**src/rtl/reg_hazard_ctrl.sv**
```systemverilog
// Hazard/forwarding controller for the register file: EX/WB destination tracking,
// MDU R0 sequencing, write-port controls and decode stall. Define HAZ_PERF_EN to add stall_count.
module reg_hazard_ctrl #(
  parameter int         REG_NUM_WIDTH        = 4,
  parameter int         NUM_REG              = 16,
  parameter int         MDU_LATENCY          = 4,
  parameter logic [1:0] REG_FORWARD_REG_FILE = 2'b00,
  parameter logic [1:0] REG_FORWARD_WB       = 2'b01,
  parameter logic [1:0] REG_FORWARD_R0       = 2'b10
) (
  input  logic                     clk,
  input  logic                     rst,
  input  logic                     id_valid,
  input  logic [REG_NUM_WIDTH-1:0] id_rn_1,
  input  logic [REG_NUM_WIDTH-1:0] id_rn_2,
  input  logic                     id_use_1,
  input  logic                     id_use_2,
  input  logic [REG_NUM_WIDTH-1:0] id_wrn,
  input  logic                     id_wr,
  input  logic                     id_mdu,
  input  logic                     flush,
  output logic [1:0]               reg_forward_1,
  output logic [1:0]               reg_forward_2,
  output logic                     stall,
  output logic                     wr,
  output logic [REG_NUM_WIDTH-1:0] wrn,
  output logic                     wr0,
  output logic                     exception,
`ifdef HAZ_PERF_EN
  output logic [15:0]              stall_count,
`endif
  output logic [1:0]               mdu_state
);

  typedef enum logic [1:0] {IDLE = 2'd0, BUSY = 2'd1, DONE = 2'd2} mdu_state_t;

  localparam logic [3:0]               CNT_LOAD  = 4'(MDU_LATENCY - 2);
  localparam logic [REG_NUM_WIDTH:0]   NUM_REG_L = (REG_NUM_WIDTH + 1)'(NUM_REG);

  logic                     ex_valid, ex_wr, wb_valid, wb_wr, exc;
  logic [REG_NUM_WIDTH-1:0] ex_wrn, wb_wrn;
  mdu_state_t               state, state_next;
  logic [3:0]               cnt, cnt_next;

  logic hit_1, hit_2, haz_1, haz_2, accept, illegal_wrn;

  assign hit_1 = id_valid & id_use_1;
  assign hit_2 = id_valid & id_use_2;
  // An EX result is not yet available to forward; R0 is unknown while the MDU is busy.
  assign haz_1 = hit_1 & ((ex_valid & ex_wr & (ex_wrn == id_rn_1)) |
                          ((id_rn_1 == '0) & (state == BUSY)));
  assign haz_2 = hit_2 & ((ex_valid & ex_wr & (ex_wrn == id_rn_2)) |
                          ((id_rn_2 == '0) & (state == BUSY)));

  assign stall       = !rst & id_valid & !flush & (haz_1 | haz_2 | (id_mdu & (state == BUSY)));
  assign accept      = id_valid & !stall & !flush;
  assign illegal_wrn = ({1'b0, id_wrn} >= NUM_REG_L);

  assign wr        = !rst & wb_valid & wb_wr;
  assign wrn       = rst ? '0 : wb_wrn;
  assign wr0       = !rst & (state == DONE);
  assign exception = exc;
  assign mdu_state = state;

  // The MDU result outranks a same-cycle WB write of R0, matching reg_file write order.
  assign reg_forward_1 = (rst || !hit_1)                      ? REG_FORWARD_REG_FILE :
                         ((id_rn_1 == '0) && (state == DONE)) ? REG_FORWARD_R0 :
                         (wr && (wrn == id_rn_1))             ? REG_FORWARD_WB :
                                                                REG_FORWARD_REG_FILE;
  assign reg_forward_2 = (rst || !hit_2)                      ? REG_FORWARD_REG_FILE :
                         ((id_rn_2 == '0) && (state == DONE)) ? REG_FORWARD_R0 :
                         (wr && (wrn == id_rn_2))             ? REG_FORWARD_WB :
                                                                REG_FORWARD_REG_FILE;

  always_ff @(posedge clk) begin
    if (rst) begin
      ex_valid <= 1'b0;
      ex_wr    <= 1'b0;
      ex_wrn   <= '0;
      wb_valid <= 1'b0;
      wb_wr    <= 1'b0;
      wb_wrn   <= '0;
      exc      <= 1'b0;
    end else begin
      wb_valid <= ex_valid;
      wb_wr    <= ex_wr;
      wb_wrn   <= ex_wrn;
      ex_valid <= accept;
      ex_wr    <= accept & id_wr & !illegal_wrn;
      ex_wrn   <= accept ? id_wrn : '0;
      if (accept && id_wr && illegal_wrn) exc <= 1'b1;
    end
  end

  always_ff @(posedge clk) begin
    if (rst) begin
      state <= IDLE;
      cnt   <= '0;
    end else begin
      state <= state_next;
      cnt   <= cnt_next;
    end
  end

  always_comb begin
    state_next = state;
    cnt_next   = cnt;
    case (state)
      IDLE: begin
        if (accept && id_mdu) begin
          state_next = BUSY;
          cnt_next   = CNT_LOAD;
        end
      end
      BUSY: begin
        if (cnt == '0) state_next = DONE;
        else           cnt_next   = cnt - 4'd1;
      end
      DONE: begin
        if (accept && id_mdu) begin
          state_next = BUSY;
          cnt_next   = CNT_LOAD;
        end else begin
          state_next = IDLE;
        end
      end
      default: state_next = IDLE;
    endcase
  end

`ifdef HAZ_PERF_EN
  always_ff @(posedge clk) begin
    if (rst)                                 stall_count <= '0;
    else if (stall && stall_count != 16'hFFFF) stall_count <= stall_count + 16'd1;
  end
`endif

endmodule

```
**config.mk**
```make
export PLATFORM = sky130hd
export DESIGN_NAME = reg_hazard_ctrl
export DESIGN_NICKNAME = d
export VERILOG_FILES = /design/src/rtl/reg_hazard_ctrl.sv
export SDC_FILE = /design/constraint.sdc
export NUM_CORES = 1
export LEC_CHECK = 0
export BUFFER_PORTS_ARGS = -buffer_cell sky130_fd_sc_hd__buf_2
export CAP_MARGIN = 0
export CORE_MARGIN = 2
export CORE_UTILIZATION = 46
export DETAILED_ROUTE_END_ITERATION = 8
export MAX_ROUTING_LAYER = met4
export PLACE_DENSITY = 0.7
export SYNTH_ARGS = -nofsm -noshare
export SYNTH_HDL_FRONTEND = slang
export SYNTH_SLANG_ARGS = --single-unit
```
**constraint.sdc**
```tcl
create_clock -name clk -period 2 [get_ports clk]
set_input_delay 0.3 -clock clk [delete_from_list [all_inputs] [get_ports clk]]
set_output_delay 0.3 -clock clk [all_outputs]
set_load 0.01 [all_outputs]
```
Yosys cells after proc, flatten, opt, wreduce, memory -nomap -nowiden. Index checks and enable logic that the tools add are counted.

Register bits: 18. Output and inout port bits: 14.

Equality and inequality tests: 10. Reduce and logical (&&, ||, !) cells: 21. Add/subtract/negate cells: 1. Bitwise gates (word level): 24. Multiplexer cells: 14.

Operator list (number): AND 1 bit (19); == test 4 bit (4); logical NOT 4 bit (3); 2-to-1 mux 2 bit (6); 2-to-1 mux 4 bit (3); one-hot mux 4 bit (2 select lines) (1); one-hot mux 2 bit (3 select lines) (1); logical AND 1 bit (5); logical NOT 1 bit (5); != test 2 x 1 -> 1 bit, second input constant (2); != test 2 bit, second input constant (2); bitwise OR 1 bit (4); OR reduction 2 bit (2); subtractor 4 x 1 -> 4 bit, second input constant (1); 2-to-1 mux 1 bit (3); AND reduction 3 bit (1); == test 2 x 1 -> 1 bit, second input constant (1); == test 2 bit, second input constant (1); logical NOT 2 bit (1); logical OR 1 bit (2); AND reduction 2 bit (1); nonzero test 2 bit (1); inverter 1 bit (1).

Longest topological paths before layout. Gate-level depths: netlist of the first run.

Depth after elaboration: 13. Gate-level depth with buffers: 7.

Worst setup path before layout of the first run. OpenSTA, ideal clock, no wires.

Path type: register to register. From: reg cnt[0]. To: reg cnt[1]. Library setup time: 115 ps. Arrival time: 1561 ps. Cell stages (with the launch flop): 8. Buffers on the path: 0. Slack: 324 ps. Path through: dfxtp_1 > inv_1 > ha_1 > or3b_1 > and2_1 > nor2_1 > a21oi_4 > o21a_1.

Longest elaborated chain between the ends: 3. Elaborated cells on any way between the ends: 6. Classes of those cells: add/sub: 1; eq/ne: 1; mux: 2; reduce/logical: 2.

RTL lines: from (decl) (line 43) `logic [3:0] cnt, cnt_next;`; from (signal assigned) (line 101) `cnt <= cnt_next;`; subtractor 4 x 1 -> 4 bit / logical NOT 4 bit (equally long branches) (line 117, 116); 2-to-1 mux 4 bit / != test 2 bit (equally long branches); one-hot mux 4 bit (2 select lines) / AND reduction 3 bit (equally long branches).

Parallel ways exist; a longest one is shown, timed or not. The select of a mux whose other input is x is not followed. A chain may end at the register's enable or synchronous reset.

Worst setup path in the final report of the first run.
From: reg ex_wrn[0]. To: out stall.

Longest elaborated chain between the ends: 7. Elaborated cells on any way between the ends: 11. Classes of those cells: eq/ne: 2; bitwise: 9.

RTL lines: from (decl) (line 41) `logic [REG_NUM_WIDTH-1:0] ex_wrn, wb_wrn;`; from (signal assigned) (line 90) `ex_wrn <= accept ? id_wrn : '0;`; == test 4 bit, on equally long branches (line 50, 52); AND 1 bit, on equally long branches (line 50, 52); bitwise OR 1 bit, on equally long branches (line 50, 52); AND 1 bit, on equally long branches (line 50, 52); bitwise OR 1 bit (*) (2 in series) (line 55) `assign stall = !rst & id_valid & !flush & (haz_1 | haz_2 | (id_mdu & (state == BUSY)));`; AND 1 bit (*) (line 55); to (decl) (line 24) `output logic stall,`.

Mark *: on every way between the ends. The rest lies on a longest branch, timed or not.

==> reports/qor.tcl, run 1 <==
set qor(synth_top_family_by_area) {simple AND/OR/NAND/NOR gates}
set qor(post_route_cells_drive_above_1_share) 0.352
set qor(initial_utilization) 0.476
set qor(finalNonFillerCells) 173
set qor(power.share.sequential) 0.542
set qor(worst-endpoint-required_ns) 1.70
set qor(tritoncts.num_buffers) 3
set qor(drc) 0
set qor(finish.net_count) 168
set qor(cts_max_path_buffers) 2
set qor(power_switching_share) 0.241
set qor(post_synth_edffs) 0
set qor(clock_tree_from_tritoncts) {done}
set qor(final-hold-violation-count) 0
set qor(kind_of_critical_path) {flop to output port}
set qor(routabilityCongestion) 0.856
set qor(place.detailed.hpwl_um) 1740
set qor(input_output_buffers) 32
set qor(synth_top_area_share) 0.349
set qor(routed-via-count) 875
set qor(cts_root_buffer) {clkbuf_4}
set qor(synth_flop_cell) {dfxtp_1}
set qor(reg2reg_setup_slack_ns) 0.20
set qor(critPathLaunchType) {flop}
set qor(peakVddDrop_v) 0.000396
set qor(synth_area_leaders) {dfxtp_1 35%, nor2b_1 8.5%, xnor2_1 6.8%}
set qor(path_max_fanout) 3
set qor(min_path_type) {input pin to flop}
set qor(die_y_um) 51.4
set qor(r2r-start) {cnt[0]}
set qor(placeableCoreArea_sq_um) 2170
set qor(synth_fa_ha_area_frac) 0.0242
set qor(antenna_found_initial) 0
set qor(layout_worst_path_cycle_share) 0.950
set qor(synthTopCellsByCount) {18 x dfxtp_1, 14 x nor2b_1, 8 x and2_1, 8 x xnor2_1, 7 x nand2_1}
set qor(design.portCount) 34
set qor(initialDrtViolationCount) 12
set qor(antenna_left) 0
set qor(timing.clock.skew_ns) 0.00417
set qor(drt-total-wl_um) 2190
set qor(clock_insertion_delay_worst_skew_ns) 0.28
set qor(cts.sinks) 18
set qor(comb_power_share) 0.146
set qor(number_of_global_route_vias_before_repair) 798
set qor(grt_util_all_layers) 0.193
set qor(routed_length_per_placed_instance_um) 12.7
set qor(first_pass_iters) 4
set qor(crit-reg2reg-capture) {cnt[1]}
set qor(yosys_warnings) 0
set qor(cell_pwr_density_nw_per_um2) 544
set qor(result_of_the_run) {finished, final reports clean}
set qor(worst_setup_path_end_kind) {output port}
set qor(synthMostInstantiatedCell) {dfxtp_1}
set qor(syn_to_final_growth_pct) 22.9
set qor(maxClockFrequency_mhz) 526
set qor(grt_remaining_overflow) 0
set qor(cts_htree_levels) 1
set qor(timing.final.ws_setup_ns) 0.0992
set qor(fin_util) 0.585
set qor(syn_area_sq_um) 1030
set qor(critical_path_arrival_ns) 1.60
set qor(clk_transition_reported_paths_ns) 0.10
set qor(synth_async_sr_flop_share) 0
set qor(antenna_cells) 0
set qor(cap_viol_max_count) 0
set qor(synth_simple_gate_area_frac) 0.316
set qor(design.die.area_sq_um) 2640
set qor(grt_start_max_net_pins) 13
set qor(holdBufCountCts) 0
set qor(vias_per_cell) 5.06
set qor(post-synth-top-area-cell) {dfxtp_1}
set qor(switchingPower_w) 0.000166
set qor(synthMuxAreaShare) 0
set qor(die_width_um) 51.4
set qor(synthDistinctLibCells) 35
set qor(setup.worst_path.start) {ex_wrn[0]}
set qor(r2r.worst_path.cells) 7
set qor(synth-xor-area-share) 0.119
set qor(period_minus_slack_ns) 1.90
set qor(grt_first_pass_wirelength_um) 3680
set qor(synthesis.nets) 132
set qor(compound_gate_fraction_of_synth_area) 0.158
set qor(clock_power_share) 0.312
set qor(worst_setup_path_endpoint) {stall}
set qor(final-setup-viol-count) 0
set qor(synthCells) 110
set qor(synth.yosys.seq_area_share) 0.349
set qor(average_footprint_of_a_synthesized_cell_sq_um) 9.38
set qor(final_max_tran_viols) 0
set qor(ys_ff_latch) 18
set qor(place_inst) 168
set qor(p_int_w) 0.000524
set qor(power_leakage_nw) 0.537
set qor(pre_cts_slack_ns) 0.214
set qor(placement_rows) 17
-- power groups by stage --
stage / combinational, W / sequential (W) / clock, W
final: 0.000101 / 0.000374 / 0.000216
after global routing: 0.000112 / 0.000376 / 0.000243
after CTS: 0.000100 / 0.000374 / 0.000220
after detailed placement: 0.0000998 / 0.000382 / 0
after global placement: 0.0000971 / 0.000382 / 0
after floorplan: 0.0000593 / 0.000381 / 0
-- cells in the final DEF, fill, tap and decap left out, types with 2 or more instances in the layout --
cell / Yosys / layout
ha_1: 2 / 2
nor4_1: 2 / 2
nor3_1: 3 / 3
dfxtp_2: 0 / 3
nor2_1: 4 / 4
nand4_1: 3 / 3
or3b_1: 2 / 2
buf_2: 1 / 32
xnor2_1: 8 / 8
nand3_1: 3 / 3
clkbuf_4: 0 / 3
a21oi_1: 4 / 4
inv_1: 4 / 4
dfxtp_1: 18 / 15
buf_4: 1 / 2
nand2_1: 7 / 7
nor2b_1: 14 / 13
a211oi_1: 2 / 2
xor2_1: 6 / 6
nor3b_1: 2 / 2
and2_1: 8 / 8
-- sequential cells by signal (all words and copies together), names as in the netlist --
| register | count |
|---|---|
| wb_wr | 1 |
| cnt | 4 |
| ex_wr | 1 |
| wb_wrn | 4 |
| ex_wrn | 4 |
| wb_valid | 1 |
| ex_valid | 1 |
| mdu_state | 2 |
-- per-layer routing --
metal	up-vias	share of wire	track usage
li1	446	-	-
met1	398	0.49	0.259
met2	29	0.44	0.299
met3	2	0.059	0.0351
met4	0	0.0078	0.0526
met5	-	0	-
-- stage by stage --
step | setup TNS [ns] | hold WS (ns) | total power (W) | area [sq um]
2_1_floorplan | 0 | 0.422 | 0.000440 | 1030
3_3_place_gp | 0 | 0.478 | 0.000479 | 1220
3_5_place_dp | 0 | 0.473 | 0.000482 | 1220
4_1_cts | 0 | 0.205 | 0.000695 | 1250
5_1_grt | -0.00309 | 0.192 | 0.000730 | 1270
6_report | 0 | 0.207 | 0.000690 | 1270
-- logic make-up after synthesis --
kind of cell	after synthesis
other	1
adders and majority gates	2
AOI/OAI and AO/OA	15
xor gates and xnor gates	14
DFF	18
and+or+nand+nor	53
buffers and inverters	7
-- final cells by class --
class                           instances  area (sq um)
Inverter                                4          15.0
Timing Repair Buffer                   34           175
Clock buffer                            4          36.3
Multi-Input combinational cell         85           643
Tap cell                               28          35.0
Sequential cell                        18           364
Fill cell                             198           901
-- how the worst min path moves through the flow --
stage	startpoint	cells past startpoint	slack, ns	endpoint
after floorplan	id_wr	1	0.42	ex_wr
after global placement	ex_valid	1	0.48	wb_valid
after detailed placement	ex_valid	1	0.47	wb_valid
after CTS	id_wrn[3]	2	0.21	ex_wrn[3]
after global routing	id_wr	2	0.19	ex_wr
final	id_wr	2	0.21	ex_wr
-- timing repair --
| action | CTS | global route |
|---|---|---|
| gates resized for setup | 0 | 4 |
| setup buffers | 0 | 1 |
| endpoints found under the setup margin | 0 | 2 |
-- critical path: stages (launching register included) --
cell	delay, ns
dfxtp_1	0.39
xnor2_1	0.14
nand3_1	0.14
o32ai_4	0.39
o21bai_4	0.09
inv_1	0.05
buf_2	0.11
(Power assumes the default switching activity.)
==> inputs of run 2 (changes only) <==
--- a/config.mk
+++ b/config.mk
@@ -11,7 +11,7 @@
 export CORE_UTILIZATION = 46
 export DETAILED_ROUTE_END_ITERATION = 8
 export MAX_ROUTING_LAYER = met4
-export PLACE_DENSITY = 0.7
+export PLACE_DENSITY = 0.74
 export SYNTH_ARGS = -nofsm -noshare
 export SYNTH_HDL_FRONTEND = slang
 export SYNTH_SLANG_ARGS = --single-unit
==> reports/qor.tcl, run 2 (synthesis gave the netlist of run 1 again) <==
set qor(critical_path_arrival_ns) 1.62 ;# +0.02 ns
set qor(tritoncts.num_buffers) 3 ;# unchanged
set qor(kind_of_critical_path) {flop to output port}
set qor(holdBufCountCts) 0 ;# unchanged
set qor(critPathLaunchType) {flop}
set qor(post_route_cells_drive_above_1_share) 0.342 ;# -0.00926
set qor(worst_path_largest_cell_delay_ns) 0.38 ;# about the same
set qor(post_layout_total_power_w) 0.000699 ;# +1.2%
set qor(placement_rows) 17 ;# unchanged
set qor(antenna_cells) 0 ;# unchanged
set qor(final_max_tran_viols) 0 ;# unchanged
set qor(r2r-start) {cnt[0]}
set qor(drc) 0 ;# unchanged
set qor(cts.sinks) 18 ;# unchanged
set qor(cts_root_buffer) {clkbuf_4}
set qor(design.portCount) 34 ;# unchanged
set qor(final_common_cell) {buf_2}
set qor(die_y_um) 51.4 ;# unchanged
set qor(initialDrtViolationCount) 6 ;# -6
set qor(syn_to_final_growth_pct) 23.4
set qor(final_cell_area_sq_um) 1270 ;# +0.39%
set qor(dpl-instance-area_sq_um) 1220 ;# unchanged
set qor(routabilityCongestion) 0.923 ;# +7.8%
set qor(vias_per_cell) 4.97 ;# -1.8%
set qor(drt-total-wl_um) 2160 ;# -1.3%
set qor(worst_setup_path_end_kind) {output port}
set qor(routed-via-count) 864 ;# -1.3%
set qor(grt_start_max_net_pins) 15 ;# +2
set qor(cell_pwr_density_nw_per_um2) 549 ;# +0.82%
set qor(design.die.area_sq_um) 2640 ;# unchanged
set qor(cp_slowest_cell) {or3_4}
set qor(antenna_found_initial) 0 ;# unchanged
set qor(antenna_left) 0 ;# unchanged
set qor(grt_remaining_overflow) 0 ;# unchanged
set qor(min_path_type) {input pin to flop}
set qor(final-hold-violation-count) 0 ;# unchanged
set qor(finish.net_count) 169 ;# +0.60%
set qor(r2r.worst_path.cells) 7 ;# unchanged
set qor(reg2reg_setup_slack_ns) 0.18 ;# -0.02 ns
set qor(clock_insertion_delay_worst_skew_ns) 0.29 ;# about the same
set qor(final-setup-viol-count) 0 ;# unchanged
set qor(hold_start) {id_wrn[0]}
set qor(timing.clock.skew_ns) 0.00511 ;# +0.000943 ns
set qor(peakVddDrop_v) 0.000454 ;# +14%
set qor(path_cells) {xor2_1 > or3_4 > o32ai_4 > o21bai_4 > inv_1 > buf_2}
set qor(cts_max_path_buffers) 2 ;# unchanged
set qor(cts_htree_levels) 1 ;# unchanged
set qor(min_path_cells) 2 ;# unchanged
set qor(period_minus_slack_ns) 1.92 ;# +0.0183 ns
set qor(maxClockFrequency_mhz) 521 ;# -0.95%
set qor(power_leakage_nw) 0.542 ;# +0.81%
set qor(place.detailed.hpwl_um) 1750 ;# +0.81%
set qor(layout_worst_path_cycle_share) 0.960 ;# +0.00916
set qor(result_of_the_run) {finished, final reports clean}
set qor(first_pass_iters) 2 ;# -2
set qor(grt_util_all_layers) 0.190 ;# -0.00314
set qor(worst-endpoint-required_ns) 1.70 ;# about the same
set qor(fin_hold_ws_ns) 0.195 ;# -0.0123 ns
set qor(placeableCoreArea_sq_um) 2170 ;# unchanged
set qor(clk_transition_reported_paths_ns) 0.11 ;# about the same
set qor(cap_viol_max_count) 0 ;# unchanged
set qor(grt_first_pass_wirelength_um) 3620 ;# -1.5%
set qor(routed_length_per_placed_instance_um) 12.4 ;# -1.8%
set qor(die_width_um) 51.4 ;# unchanged
set qor(min_delay_worst_endpoint) {ex_wrn[0]}
set qor(most_used_cells_in_the_layout_excluding_fill_and_tap_cells) {32 x buf_2, 17 x dfxtp_1, 13 x nor2b_1}
set qor(number_of_global_route_vias_before_repair) 831 ;# +4.1%
set qor(crit-reg2reg-capture) {cnt[1]}
set qor(initial_utilization) 0.476 ;# unchanged
set qor(largest_registers_ranked_by_flip_flop_count) {cnt (4), ex_wrn (4), wb_wrn (4)}
set qor(path_max_fanout) 3 ;# unchanged
set qor(clock_tree_from_tritoncts) {done}
set qor(input_output_buffers) 32 ;# unchanged
## run 2: layout make-up
class / instances / area [sq um]
Inverter: 4 / 15.0
Clock buffer: 4 / 36.3
Multi-Input combinational cell: 85 / 643
Timing Repair Buffer: 35 / 183
Sequential cell: 18 / 362
Fill cell: 212 / 896
Tap cell: 28 / 35.0
## run 2: stage by stage
| step | util | TNS [ns] | cells | setup WS [ns] |
|---|---|---|---|---|
| 2_1_floorplan | - | 0 | 110 | 0.324 |
| 3_3_place_gp | 0.562 | 0 | 168 | 0.218 |
| 3_5_place_dp | 0.562 | 0 | 168 | 0.196 |
| 4_1_cts | 0.578 | 0 | 172 | 0.0104 |
| 5_1_grt | 0.587 | -0.00256 | 174 | -0.00256 |
| 6_report | 0.587 | 0 | 174 | 0.0809 |
## run 2: power by group
group	internal (W)	total (W)	switching (W)
sequential	0.000367	0.000374	0.00000696
combinational	0.0000466	0.0000988	0.0000522
clock	0.000111	0.000226	0.000115
total	0.000525	0.000699	0.000174
## run 2: how the worst max path moves through the flow
| stage | startpoint | end | cells after the start |
|---|---|---|---|
| floorplan | cnt[0] | cnt[1] | 7 |
| global placement | cnt[0] | cnt[1] | 7 |
| detailed placement | cnt[0] | cnt[1] | 7 |
| CTS | ex_wrn[1] | stall | 6 |
| global route | mdu_state[0] | reg_forward_1[0] | 5 |
| finish | ex_wrn[1] | stall | 6 |
## run 2: per-layer routing
metal | track usage | up-vias | part of all wire
li1 | - | 449 | -
met1 | 0.237 | 393 | 0.47
met2 | 0.286 | 18 | 0.47
met3 | 0.0409 | 4 | 0.044
met4 | 0.101 | 0 | 0.019
met5 | - | - | 0
## run 2: critical path, delay by kind of cell, from the launching register on
family          cells  cell delay [ns]
buf+inv             2             0.17
simple gates        1             0.38
flops               1             0.36
compound gates      2             0.28
xor+xnor            1             0.14
## run 2: timing repair
action,in CTS,in global routing
setup endpoints to repair,0,1
resized for setup,0,2
buffers inserted,0,2
